`src/rtl/mem_arbiter.sv`:
```
// rtl/mem_arbiter.sv - round-robin arbiter sharing one single-port memory between fetch and data ports
// Reads hold the port for MEM_LAT cycles; writes complete in the grant cycle.
module mem_arbiter #(
    parameter int ADDR_WIDTH = 10,
    parameter int DATA_WIDTH = 32,
    parameter int MEM_LAT    = 1
) (
    input  logic                  clk,
    input  logic                  reset,
    input  logic                  if_req,
    input  logic [ADDR_WIDTH-1:0] if_addr,
    output logic                  if_gnt,
    output logic                  if_rvalid,
    output logic [DATA_WIDTH-1:0] if_rdata,
    input  logic                  d_req,
    input  logic                  d_we,
    input  logic [ADDR_WIDTH-1:0] d_addr,
    input  logic [DATA_WIDTH-1:0] d_wdata,
    output logic                  d_gnt,
    output logic                  d_rvalid,
    output logic [DATA_WIDTH-1:0] d_rdata,
    output logic                  mem_en,
    output logic                  mem_we,
    output logic [ADDR_WIDTH-1:0] mem_addr,
    output logic [DATA_WIDTH-1:0] mem_wdata,
    input  logic [DATA_WIDTH-1:0] mem_rdata,
    output logic                  busy
);

    typedef enum logic {IDLE, WAIT} state_t;

    localparam logic [2:0] LAT = 3'(MEM_LAT);

    state_t     state, state_nxt;
    logic [2:0] cnt, cnt_nxt;
    logic       owner, owner_nxt;       // 0 = fetch, 1 = data
    logic       last_gnt, last_gnt_nxt; // 0 = fetch, 1 = data

    always_ff @(posedge clk or posedge reset) begin
        if (reset) begin
            state    <= IDLE;
            cnt      <= 3'd0;
            owner    <= 1'b0;
            last_gnt <= 1'b1;
        end else begin
            state    <= state_nxt;
            cnt      <= cnt_nxt;
            owner    <= owner_nxt;
            last_gnt <= last_gnt_nxt;
        end
    end

    // Outputs are forced low while reset is held, even with requests pending.
    always_comb begin
        state_nxt    = state;
        cnt_nxt      = cnt;
        owner_nxt    = owner;
        last_gnt_nxt = last_gnt;
        if_gnt       = 1'b0;
        if_rvalid    = 1'b0;
        if_rdata     = '0;
        d_gnt        = 1'b0;
        d_rvalid     = 1'b0;
        d_rdata      = '0;
        mem_en       = 1'b0;
        mem_we       = 1'b0;
        mem_addr     = '0;
        mem_wdata    = '0;
        busy         = 1'b0;
        if (!reset) begin
            case (state)
                IDLE: begin
                    if (if_req && (!d_req || last_gnt)) begin
                        if_gnt       = 1'b1;
                        mem_en       = 1'b1;
                        mem_addr     = if_addr;
                        last_gnt_nxt = 1'b0;
                        owner_nxt    = 1'b0;
                        state_nxt    = WAIT;
                        cnt_nxt      = LAT;
                    end else if (d_req) begin
                        d_gnt        = 1'b1;
                        mem_en       = 1'b1;
                        mem_we       = d_we;
                        mem_addr     = d_addr;
                        mem_wdata    = d_wdata;
                        last_gnt_nxt = 1'b1;
                        if (!d_we) begin
                            owner_nxt = 1'b1;
                            state_nxt = WAIT;
                            cnt_nxt   = LAT;
                        end
                    end
                end
                WAIT: begin
                    busy    = 1'b1;
                    cnt_nxt = cnt - 3'd1;
                    if (cnt == 3'd1) begin
                        state_nxt = IDLE;
                        if (owner) begin
                            d_rvalid = 1'b1;
                            d_rdata  = mem_rdata;
                        end else begin
                            if_rvalid = 1'b1;
                            if_rdata  = mem_rdata;
                        end
                    end
                end
                default: state_nxt = IDLE;
            endcase
        end
    end

endmodule

```
`config.mk`:
```
export PLATFORM = sky130hd
export DESIGN_NAME = mem_arbiter
export DESIGN_NICKNAME = d
export VERILOG_FILES = /design/src/rtl/mem_arbiter.sv
export SDC_FILE = /design/constraint.sdc
export NUM_CORES = 1
export LEC_CHECK = 0
export ABC_AREA = 1
export BUFFER_PORTS_ARGS = -buffer_cell sky130_fd_sc_hd__buf_2
export CAP_MARGIN = 20
export CORE_AREA = 2 2 78 80
export DETAILED_ROUTE_END_ITERATION = 10
export DIE_AREA = 0 0 80 82
export SYNTH_ARGS = -nofsm -noshare
export SYNTH_HDL_FRONTEND = slang
export SYNTH_SLANG_ARGS = --single-unit
```
`constraint.sdc`:
```
create_clock -name clk -period 1.64 [get_ports clk]
set_input_delay 0.082 -clock clk [delete_from_list [all_inputs] [get_ports clk]]
set_output_delay 0.082 -clock clk [all_outputs]
set_load 0.01 [all_outputs]
```
* After elaboration in Yosys (flattened, before gate mapping)
Index checks and enable logic that the tools add are counted.
** Word-level totals
- Bits in registers :: 6
- Input port bits :: 89
- Output and inout bits :: 113
** Cells by class
- $add $sub $neg :: 1
- Equality and inequality tests :: 4
- Multiplexer cells :: 54
- Bitwise gates (word level) :: 2
- Reductions and logical operators :: 7
** Operators by type and width (number)
- $mux 32 :: 12
- $mux 10 :: 4
- $mux 1 :: 33
- $mux 3 :: 3
- $ne 3x3->1 const B :: 2
- $pmux 3 s2 :: 1
- $reduce_and 3->1 :: 2
- $reduce_and 4->1 :: 1
- $eq 3x1->1 const B :: 1
- $sub 3x1->3 const B :: 1
- $ne 2x1->1 const B :: 1
- $not 1->1 :: 2
- $pmux 1 s2 :: 1
- $reduce_bool 2->1 :: 1
- $logic_and 1x1->1 :: 1
- $logic_not 1->1 :: 1
- $logic_or 1x1->1 :: 1

* Logic depth before layout (Yosys ltp)
Gate-level depths: netlist (run 1).
- Word-level depth :: 6
- Mapped depth :: 8
- Mapped depth without buffers :: 8

* Least setup slack after synthesis (run 1)
No wires, ideal clock.
- Path type :: register to output
- Start point :: register last_gnt
- End point :: output port mem_addr[1]
- Arrival time :: 1.171 ns
- Required time :: 1.558 ns
- Path slack :: 0.387 ns
- Stages on the path, launching flop included :: 8
- Cell sequence :: dfstp_2 inv_1 nand2_1 nand2_1 nor2_1 buf_2 nand2_1 nand2_1
** Between the ends
- Word-level cells in the longest chain between the ends :: 5
** Ends and longest elaborated chain
- from (decl) :: line 37 : logic last_gnt, last_gnt_nxt;
- from (signal assigned) :: line 49 : last_gnt <= last_gnt_nxt;
- $logic_or 1x1->1 :: line 73 : if (if_req && (!d_req || last_gnt)) begin
- $logic_and 1x1->1 :: line 73
- $mux 10 :: line 73
- $mux 10 :: line 71 : case (state)
- $mux 10 :: line 70 : if (!reset) begin
- to (decl) :: line 24 : output logic [ADDR_WIDTH-1:0] mem_addr,
Every way passes these cells.

* Worst setup path after layout (run 1)
- Start point :: register cnt[1]
- End point :: output port d_rdata[10]
** Between the ends
- Word-level cells in the longest chain between the ends :: 4
** Ends and longest elaborated chain
- from (decl) :: line 35 : logic [2:0] cnt, cnt_nxt;
- from (signal assigned) :: line 47 : cnt <= cnt_nxt;
- $eq 3x1->1 :: line 98 : if (cnt == 3'd1) begin
- $mux 32 :: line 98
- $mux 32 :: line 71
- $mux 32 :: line 70
- to (decl) :: line 21 : output logic [DATA_WIDTH-1:0] d_rdata,
Every way passes these cells.

==> flow_summary.json, run 1 <==
{
  "status": "finished, violations left",
  "failed_checks": "negative setup slack",
  "post_drt_wl_per_cell_um": 10.5,
  "portBuffers": 201,
  "tritoncts": "built",
  "path_delay_family": "simple AND/OR/NAND/NOR gates",
  "max_cap_viol_count": 0,
  "finalNetCount": 556,
  "die-area_sq_mm": 0.00656,
  "ys_ff_latch": 6,
  "end_kind": "primary output",
  "fill_cells": 596,
  "slowest_stage": "dfrtp_1",
  "seq_area_frac_synth_pct": 12.4,
  "finalSetupTns_ps": -8.19,
  "cp_data_required_time_ps": 1560,
  "grt_first_pass_wirelength_um": 6640,
  "startpoint_type": "flip-flop",
  "drive_gt1_share_pct": 59.7,
  "grt_max_degree": 34,
  "numCtsBuffers": 3,
  "fin_crit_sh_pct": 100,
  "power_leakage_uw": 0.00194,
  "clock.fmax_mhz": 607,
  "path_cells": "inv_2 -> ha_4 -> nand2_4 -> nor2_8 -> buf_12 -> nand2_8 -> nor2_1 -> buf_2",
  "grtUsageTotal_pct": 12.5,
  "synth.avg_cell_area_sq_um": 4.81,
  "die_w_um": 80,
  "htreeDepth": 1,
  "clkSlewWorstSetupHoldPaths_ps": 40,
  "clock_path_buffers": 2,
  "crit_buf_inv": 3,
  "syn_nets": 344,
  "yosysWarnings": 0,
  "antenna_found_initial": 0,
  "drtIter0Drc": 39,
  "relSlewSlack_pct": 77.6,
  "setup_viol": 1,
  "period_minus_slack_ps": 1650,
  "min_path_type": "primary input to flip-flop",
  "fin_skew_ps": 3.25,
  "drtAntennaViolNets": 0,
  "clk_latency_ps": 220,
  "hpwl_um": 4290,
  "hold_viol_final": 0,
  "ioPinCount": 202,
  "ir_drop_mv": 0.443,
  "root_buffer": "clkbuf_8",
  "cts_sinks": 6,
  "power_density_mw_per_mm2": 784,
  "final_util_pct": 46.8,
  "syn_inst": 253,
  "crit_arrival_ps": 1570,
  "routabilityCongestion": 0.753,
  "first_pass_iters": 4,
  "power.total_uw": 2110,
  "area_growth_pct": 121,
  "worst_path_largest_cell_delay_ps": 380,
  "maxSlewViolCount": 0,
  "path_class": "flip-flop to primary output",
  "die-height_um": 82,
  "drc": 0,
  "viasPerCell": 3.90,
  "fin_ws_ps": -8.19,
  "initial_utilization_pct": 21.2,
  "synthesis.area_sq_mm": 0.00122,
  "grt_pass1_vias": 1597,
  "grt_remaining_overflow": 0,
  "wirelength_um": 5640,
  "diodes": 0,
  "cp_max_fo": 16,
  "tightest_slew_ps": 336,
  "synth.distinct_cells": 19,
  "rsz0062_at_grt": "yes",
  "num_rows": 28,
  "num_vias": 2101,
  "core_area_sq_mm": 0.00575
}
==> per-layer routing <==
metal  wire (um)  global-route usage [%]  share of wire [%]
met1        2000                    11.9                 36
met2        2990                    25.8                 53
met5           0                       0                  0
met3         617                    3.52                 11
met4          28                    3.39               0.50
==> power by group <==
group          switching (uW)  leakage, uW  total (uW)  internal, uW
Clock                    63.4    0.0000228         230           167
Sequential                132    0.0000671         364           232
Combinational             839      0.00185        1510           673
==> cells in the final DEF (no fill, tap or decap), types with 3 or more instances in the layout <==
master / n
buf_2: 197
buf_4: 6
buf_6: 6
clkbuf_8: 3
dfrtp_1: 3
inv_1: 67
inv_2: 7
nand2_1: 43
nand2_8: 6
nand3_1: 3
nor2_1: 63
nor2_2: 31
nor2_4: 8
==> through the flow <==
stage	setup slack, ps	instance area [sq um]	hold WS [ps]	instances
after floorplan	387	1220	-143	253
after global placement	189	2240	9.86	520
after detailed placement	196	2240	12.6	520
after CTS	-45.3	2300	181	525
after global routing	-85.6	2690	189	539
final	-8.19	2690	183	539
==> tightest hold or removal path, stage by stage <==
cell and delay, ps:
buf_2 90, nand2_1 70, nand2_1 60, a21oi_1 50
==> final timing paths <==
path | from | slack, ps | end | depth (start not counted)
max | cnt[1] | -8 | d_rdata[10] | 8
min | d_we | 180 | owner | 4
max reg2reg | cnt[0] | 420 | state | 6
min reg2reg | last_gnt | 510 | last_gnt | 2
max in group asynchronous | reset | 960 | last_gnt | 3
min in group asynchronous | reset | 400 | state | 3
==> timing repair <==
action	4_1_cts	5_1_grt
hold buffers	1	0
setup endpoints to repair	36	101
gates resized for setup	1	66
cloned	0	4
setup buffers	0	10
endpoints found under the hold margin	6	0
pin swaps	0	6
==> state kept, by name, indices dropped and copies added (netlist names) <==
name and cells:
owner 1, last_gnt 1, state 1, cnt 3
==> synthesized netlist by cell type, drive strengths merged <==
library cell / count / area (sq um)
a21oi: 2 / 10.0
nand3: 3 / 15.0
o21ai: 1 / 5.00
xnor2: 1 / 8.76
inv: 75 / 282
nor2: 103 / 410
nand3b: 1 / 7.51
buf: 11 / 95.1
ha: 2 / 25.0
dfstp: 1 / 26.3
dfrtp: 5 / 125
nand2: 48 / 208
==> layout make-up <==
class | instances | area (sq um) | area share, %
clock buffer | 4 | 45.0 | 1.68
inverter | 75 | 285 | 10.6
multi-input combinational | 165 | 930 | 34.6
tap | 75 | 93.8 | 3.49
sequential | 6 | 154 | 5.73
timing repair buffer | 214 | 1180 | 43.9
==> kinds of logic (layout without fill, tap and decap cells) <==
family	count (synthesis)	in the layout	share of synthesized area, %
flops	6	6	12.4
fa+ha+maj	2	2	2.06
compound gates	3	3	1.23
xor+xnor	1	1	0.720
simple gates	155	159	52.6
buf+inv	86	293	30.9
(Power assumes the default switching activity.)
==> run 2: changes to the inputs <==
Settings changed: CAP_MARGIN 20 to unset, TNS_END_PERCENT set to 10.
==> run 2 against run 1 <==
The run now ends clean. Clock skew hardly changed. Routed wire length is 0.46% lower. Die area stayed put. Non-clock buffer count stayed put. Sequential share of layout area is 0.20 points higher. First-iteration DRC count is 33% lower. Global-route usage stayed put. Combinational power is 3% lower. Critical path depth stayed put. Sequential power is 2% lower. Power is 2.9% lower. Critical endpoint is now d_rdata[15]. Largest cell class unchanged. Largest power group unchanged.
==> flow_summary.json, run 2 (synthesis results as in run 1) <==
{
  "clkSlewWorstSetupHoldPaths_ps": 40,
  "rrSetupSlack_ps": 420,
  "num_vias": 2098,
  "maxSlewViolCount": 0,
  "routabilityCongestion": 0.753,
  "endpoint": "d_rdata[15]",
  "startpoint_type": "flip-flop",
  "power_density_mw_per_mm2": 788,
  "status": "complete, no violations",
  "fin_skew_ps": 3.27,
  "hold_viol_final": 0,
  "drtIter0Drc": 26,
  "fin_cells": 539,
  "highest_layer": "met4",
  "cp_max_fo": 8,
  "numCtsBuffers": 3,
  "die_w_um": 80,
  "grt_pass1_vias": 1597,
  "ir_drop_mv": 0.439,
  "regMostFlops": "cnt",
  "timing.rr.end": "state",
  "max_cap_viol_count": 0,
  "crit_start": "cnt[1]",
  "core_area_sq_mm": 0.00575,
  "power_leakage_uw": 0.00195,
  "switching_share_pct": 48.6,
  "fin_area_sq_mm": 0.00260,
  "viasPerCell": 3.89,
  "largest_reg_flops": 3,
  "rr_worst_depth": 6,
  "power.total_uw": 2050,
  "relSlewSlack_pct": 80.0,
  "internal_power_uw": 1050,
  "wirelength_um": 5610,
  "most-common-layout-cells": "buf_2, nor2_1, inv_1, nand2_1, nor2_2",
  "whs_ps": 182,
  "met2_length_um": 2990,
  "met3_length_um": 639,
  "portBuffers": 201,
  "drtAntennaViolNets": 0,
  "drive_gt1_share_pct": 56.0,
  "path_class": "flip-flop to primary output",
  "fin_crit_sh_pct": 97.7,
  "diodes": 0,
  "r2r-start": "cnt[0]",
  "tritoncts": "built",
  "grt_remaining_overflow": 0,
  "finalNetCount": 556,
  "tightest_slew_ps": 300,
  "htreeDepth": 1,
  "rsz0062_at_grt": "yes",
  "crit_arrival_ps": 1520,
  "grt_max_degree": 34,
  "setup_viol": 0,
  "first_pass_iters": 4,
  "period_minus_slack_ps": 1600,
  "cts_sinks": 6,
  "antenna_found_initial": 0,
  "clock.fmax_mhz": 624,
  "grtUsageTotal_pct": 12.5,
  "area_growth_pct": 113,
  "die-area_sq_mm": 0.00656,
  "p_sw_uw": 993,
  "drc": 0,
  "pwr-share-seq_pct": 17.4,
  "clk_latency_ps": 220,
  "dp_cells": 520,
  "end_kind": "primary output",
  "grt_first_pass_wirelength_um": 6640,
  "power_frac_comb_pct": 71.3,
  "wl_met1_um": 1960,
  "die-height_um": 82,
  "cp_data_required_time_ps": 1560,
  "placed_cell_area_sq_mm": 0.00224,
  "root_buffer": "clkbuf_8",
  "ioPinCount": 202,
  "hpwl_um": 4290,
  "clock_path_buffers": 2,
  "post_drt_wl_per_cell_um": 10.4,
  "initial_utilization_pct": 21.2,
  "layout_commonest_cell": "buf_2",
  "num_rows": 28,
  "power.share.clock_pct": 11.3,
  "min_path_type": "primary input to flip-flop"
}
## run 2: cell count changes in the layout (fill, tap and decap cells not counted)
| cell | delta |
|---|---|
| nor2_2 | -13 |
| nor2_1 | +17 |
| buf_2 | +3 |
| nand2_8 | -1 |
| nand2_4 | +1 |
| nor2_4 | -4 |
| buf_6 | -3 |
## run 2: metrics by stage
stage / setup WS [ps] / utilization [%] / setup TNS (ps)
6_report: 37.9 / 45.2 / 0
5_1_grt: -57.1 / 45.2 / -2400
4_1_cts: -45.3 / 40.0 / -347
3_5_place_dp: 196 / 38.9 / 0
3_3_place_gp: 189 / 38.9 / 0
2_1_floorplan: 387 / - / 0
## run 2: critical path, cell delays in order, from the launching register on
cell and delay [ps]:
dfrtp_1 380, inv_2 80, ha_4 130, nand2_4 60
nor2_8 140, buf_12 140, nand2_4 100, nor2_1 120
buf_2 140
## run 2: timing repair
action,CTS,global route
hold endpoints to repair,6,0
buffers inserted,0,10
pin swaps,0,5
resized for setup,1,41
gates cloned,0,4
hold buffers,1,0
setup endpoints to repair,36,101
## run 2: power by group through the flow
stage	Clock, uW	Combinational (uW)	Sequential, uW
global placement	0	1050	297
CTS	238	1060	297
finish	231	1460	357
detailed placement	0	1050	299
global route	251	1600	367
floorplan	0	697	288
## run 2: metal layers
| metal | track usage, % | vias up |
|---|---|---|
| met5 | 0 | - |
| met4 | 3.39 | 0 |
| met3 | 3.52 | 4 |
| met2 | 25.8 | 123 |
| met1 | 11.9 | 856 |
| li1 | - | 1115 |
## run 2: how the worst min path moves through the flow
stage                     start      to  cells after the start
after global routing      reset  cnt[1]                      4
after floorplan           reset  cnt[0]                      1
after CTS                 reset  cnt[1]                      4
after detailed placement  reset   state                      2
final                      d_we   owner                      4
after global placement    reset   state                      2
## run 2: cell type report
cell class	instances	area (sq um)
tap	75	93.8
sequential	6	154
clock buffer	4	45.0
fill	615	3150
timing repair buffer	214	1160
multi-input combinational	165	858
inverter	75	285
==> run 3: changes to the inputs <==
==> constraint.sdc (replaced) <==
create_clock -name clk -period 1.64 [get_ports clk]
set_input_delay 0.082 -clock clk [delete_from_list [all_inputs] [get_ports clk]]
set_output_delay 0.082 -clock clk [all_outputs]
set_load 0.02 [all_outputs]
==> run 3 against run 2 <==
The run now ends with negative setup slack left. Routed wire length up 3.6%. First-iteration DRC count down 12%. Hold slack worse by 23 ps. Power up 9.3%. Via count up 1.0%. Register-to-register slack worse by 30 ps. Critical path depth down 1. Cell area up 5.1%. Largest cell class unchanged. Sequential power up 3%. Count of clock-buffer cells in the layout unchanged. Utilization up 2.3 points. Clock power up 4%.
==> flow_summary.json, run 3 (synthesis results as in run 1) <==
{
  "status": "finished, violations left",
  "failed_checks": "negative setup slack",
  "ioPinCount": 202,
  "drive_gt1_share_pct": 56.9,
  "routabilityCongestion": 0.748,
  "period_minus_slack_ps": 1690,
  "pwr-share-seq_pct": 16.4,
  "switching_share_pct": 53.5,
  "wirelength_um": 5810,
  "initial_utilization_pct": 21.2,
  "fill_cells": 594,
  "clock.fmax_mhz": 591,
  "crit_arrival_ps": 1610,
  "relSlewSlack_pct": 77.4,
  "path_cells": "ha_4 -> nand2_4 -> nor2_8 -> buf_12 -> nand2_8 -> nor2_2 -> buf_4",
  "clk_latency_ps": 230,
  "hold_viol_final": 0,
  "grtUsageTotal_pct": 14.7,
  "finalNetCount": 549,
  "power_leakage_uw": 0.00189,
  "grt_max_degree": 33,
  "root_buffer": "clkbuf_8",
  "drc": 0,
  "hpwl_um": 4200,
  "final_util_pct": 47.5,
  "dp_cells": 520,
  "core_area_sq_mm": 0.00575,
  "met3_length_um": 594,
  "worst_path_largest_cell_delay_ps": 430,
  "setup_viol": 40,
  "highest_layer": "met4",
  "fin_cells": 532,
  "fin_skew_ps": 3.42,
  "ir_drop_mv": 0.346,
  "drtAntennaViolNets": 0,
  "slowest_stage": "dfrtp_1",
  "maxSlewViolCount": 0,
  "post_drt_wl_per_cell_um": 10.9,
  "path_class": "flip-flop to primary output",
  "fin_ws_ps": -51.9,
  "grt_pass1_vias": 1735,
  "cp_data_required_time_ps": 1560,
  "diodes": 0,
  "clock_path_buffers": 2,
  "numCtsBuffers": 3,
  "cts_sinks": 6,
  "power.share.clock_pct": 10.7,
  "tritoncts": "built",
  "wl_met1_um": 2010,
  "internal_power_uw": 1040,
  "power_density_mw_per_mm2": 820,
  "grt_remaining_overflow": 0,
  "end_kind": "primary output",
  "cp_max_fo": 16,
  "rsz0062_at_grt": "yes",
  "fin_crit_sh_pct": 103,
  "max_cap_viol_count": 0,
  "drtIter0Drc": 23,
  "die-height_um": 82,
  "clkSlewWorstSetupHoldPaths_ps": 40,
  "tightest_slew_ps": 339,
  "startpoint_type": "flip-flop",
  "p_sw_uw": 1200,
  "portBuffers": 201,
  "area_growth_pct": 124,
  "num_vias": 2120,
  "num_rows": 28,
  "die_w_um": 80,
  "regMostFlops": "cnt",
  "finalSetupTns_ps": -901,
  "viasPerCell": 3.98,
  "layout_commonest_cell": "buf_2",
  "met2_length_um": 3100,
  "most-common-layout-cells": "buf_2, buf_4, nor2_1, inv_1, nand2_1",
  "antenna_found_initial": 0,
  "largest_reg_flops": 3,
  "first_pass_iters": 4,
  "grt_first_pass_wirelength_um": 7700,
  "htreeDepth": 1,
  "power_frac_comb_pct": 72.9,
  "die-area_sq_mm": 0.00656,
  "min_path_type": "primary input to flip-flop"
}
==> run 3: cell count changes in the layout (fill, tap and decap cells not counted), sizes merged <==
cell / before / now
buf: 213 / 206
==> run 3: path summary, 6_finish.rpt <==
path	startpoint	endpoint	slack, ps	cells past startpoint
setup reg to reg	cnt[0]	state	390	6
hold reg to reg	last_gnt	last_gnt	490	2
setup / recovery	cnt[0]	d_rdata[7]	-50	7
max in group asynchronous	reset	last_gnt	980	3
hold / removal	d_we	owner	160	4
min in group asynchronous	reset	cnt[0]	380	3
==> run 3: routing by layer <==
metal / vias to the layer above / GRT usage [%]
met4: 0 / 6.10
met2: 128 / 28.7
met5: - / 0
met1: 886 / 15.4
met3: 8 / 2.75
li1: 1098 / -
==> run 3: layout make-up <==
| class | count | area (sq um) | share of cell area (%) |
|---|---|---|---|
| flip-flops and latches | 6 | 154 | 5.64 |
| multi-input cells | 165 | 885 | 32.4 |
| well taps | 75 | 93.8 | 3.44 |
| repair buffers | 207 | 1270 | 46.4 |
| inverters | 75 | 285 | 10.5 |
| clock buffers | 4 | 45.0 | 1.65 |
==> run 3: power by group through the flow <==
stage	clock network [uW]	registers (uW)	logic [uW]
finish	240	367	1630
global route	254	378	1770
CTS	245	351	1500
detailed placement	0	302	1240
global placement	0	297	1240
floorplan	0	288	887
==> run 3: per-stage QoR <==
stage / setup WS, ps / area [sq um] / hold WS, ps / power (uW)
2_1_floorplan: 218 / 1220 / -143 / 1170
3_3_place_gp: 179 / 2240 / 7.46 / 1540
3_5_place_dp: 156 / 2240 / 11.8 / 1540
4_1_cts: -38.4 / 2580 / 164 / 2100
5_1_grt: -124 / 2730 / 198 / 2400
6_report: -51.9 / 2730 / 159 / 2240
==> run 3: repair_timing <==
action / in CTS / in global routing
pin swaps: 3 / 1
gates cloned: 3 / 1
hold endpoints to repair: 6 / 0
buffers inserted: 2 / 1
endpoints found under the setup margin: 96 / 108
hold buffers: 1 / 0
resized for setup: 78 / 43
==> run 3: worst max-delay path, delay by kind of cell (launching register included) <==
kind | cells | cell delay [ps]
flip-flops | 1 | 430
buffers and inverters | 2 | 330
AND/OR/NAND/NOR | 4 | 430
adder cells (fa/ha/maj) | 1 | 170
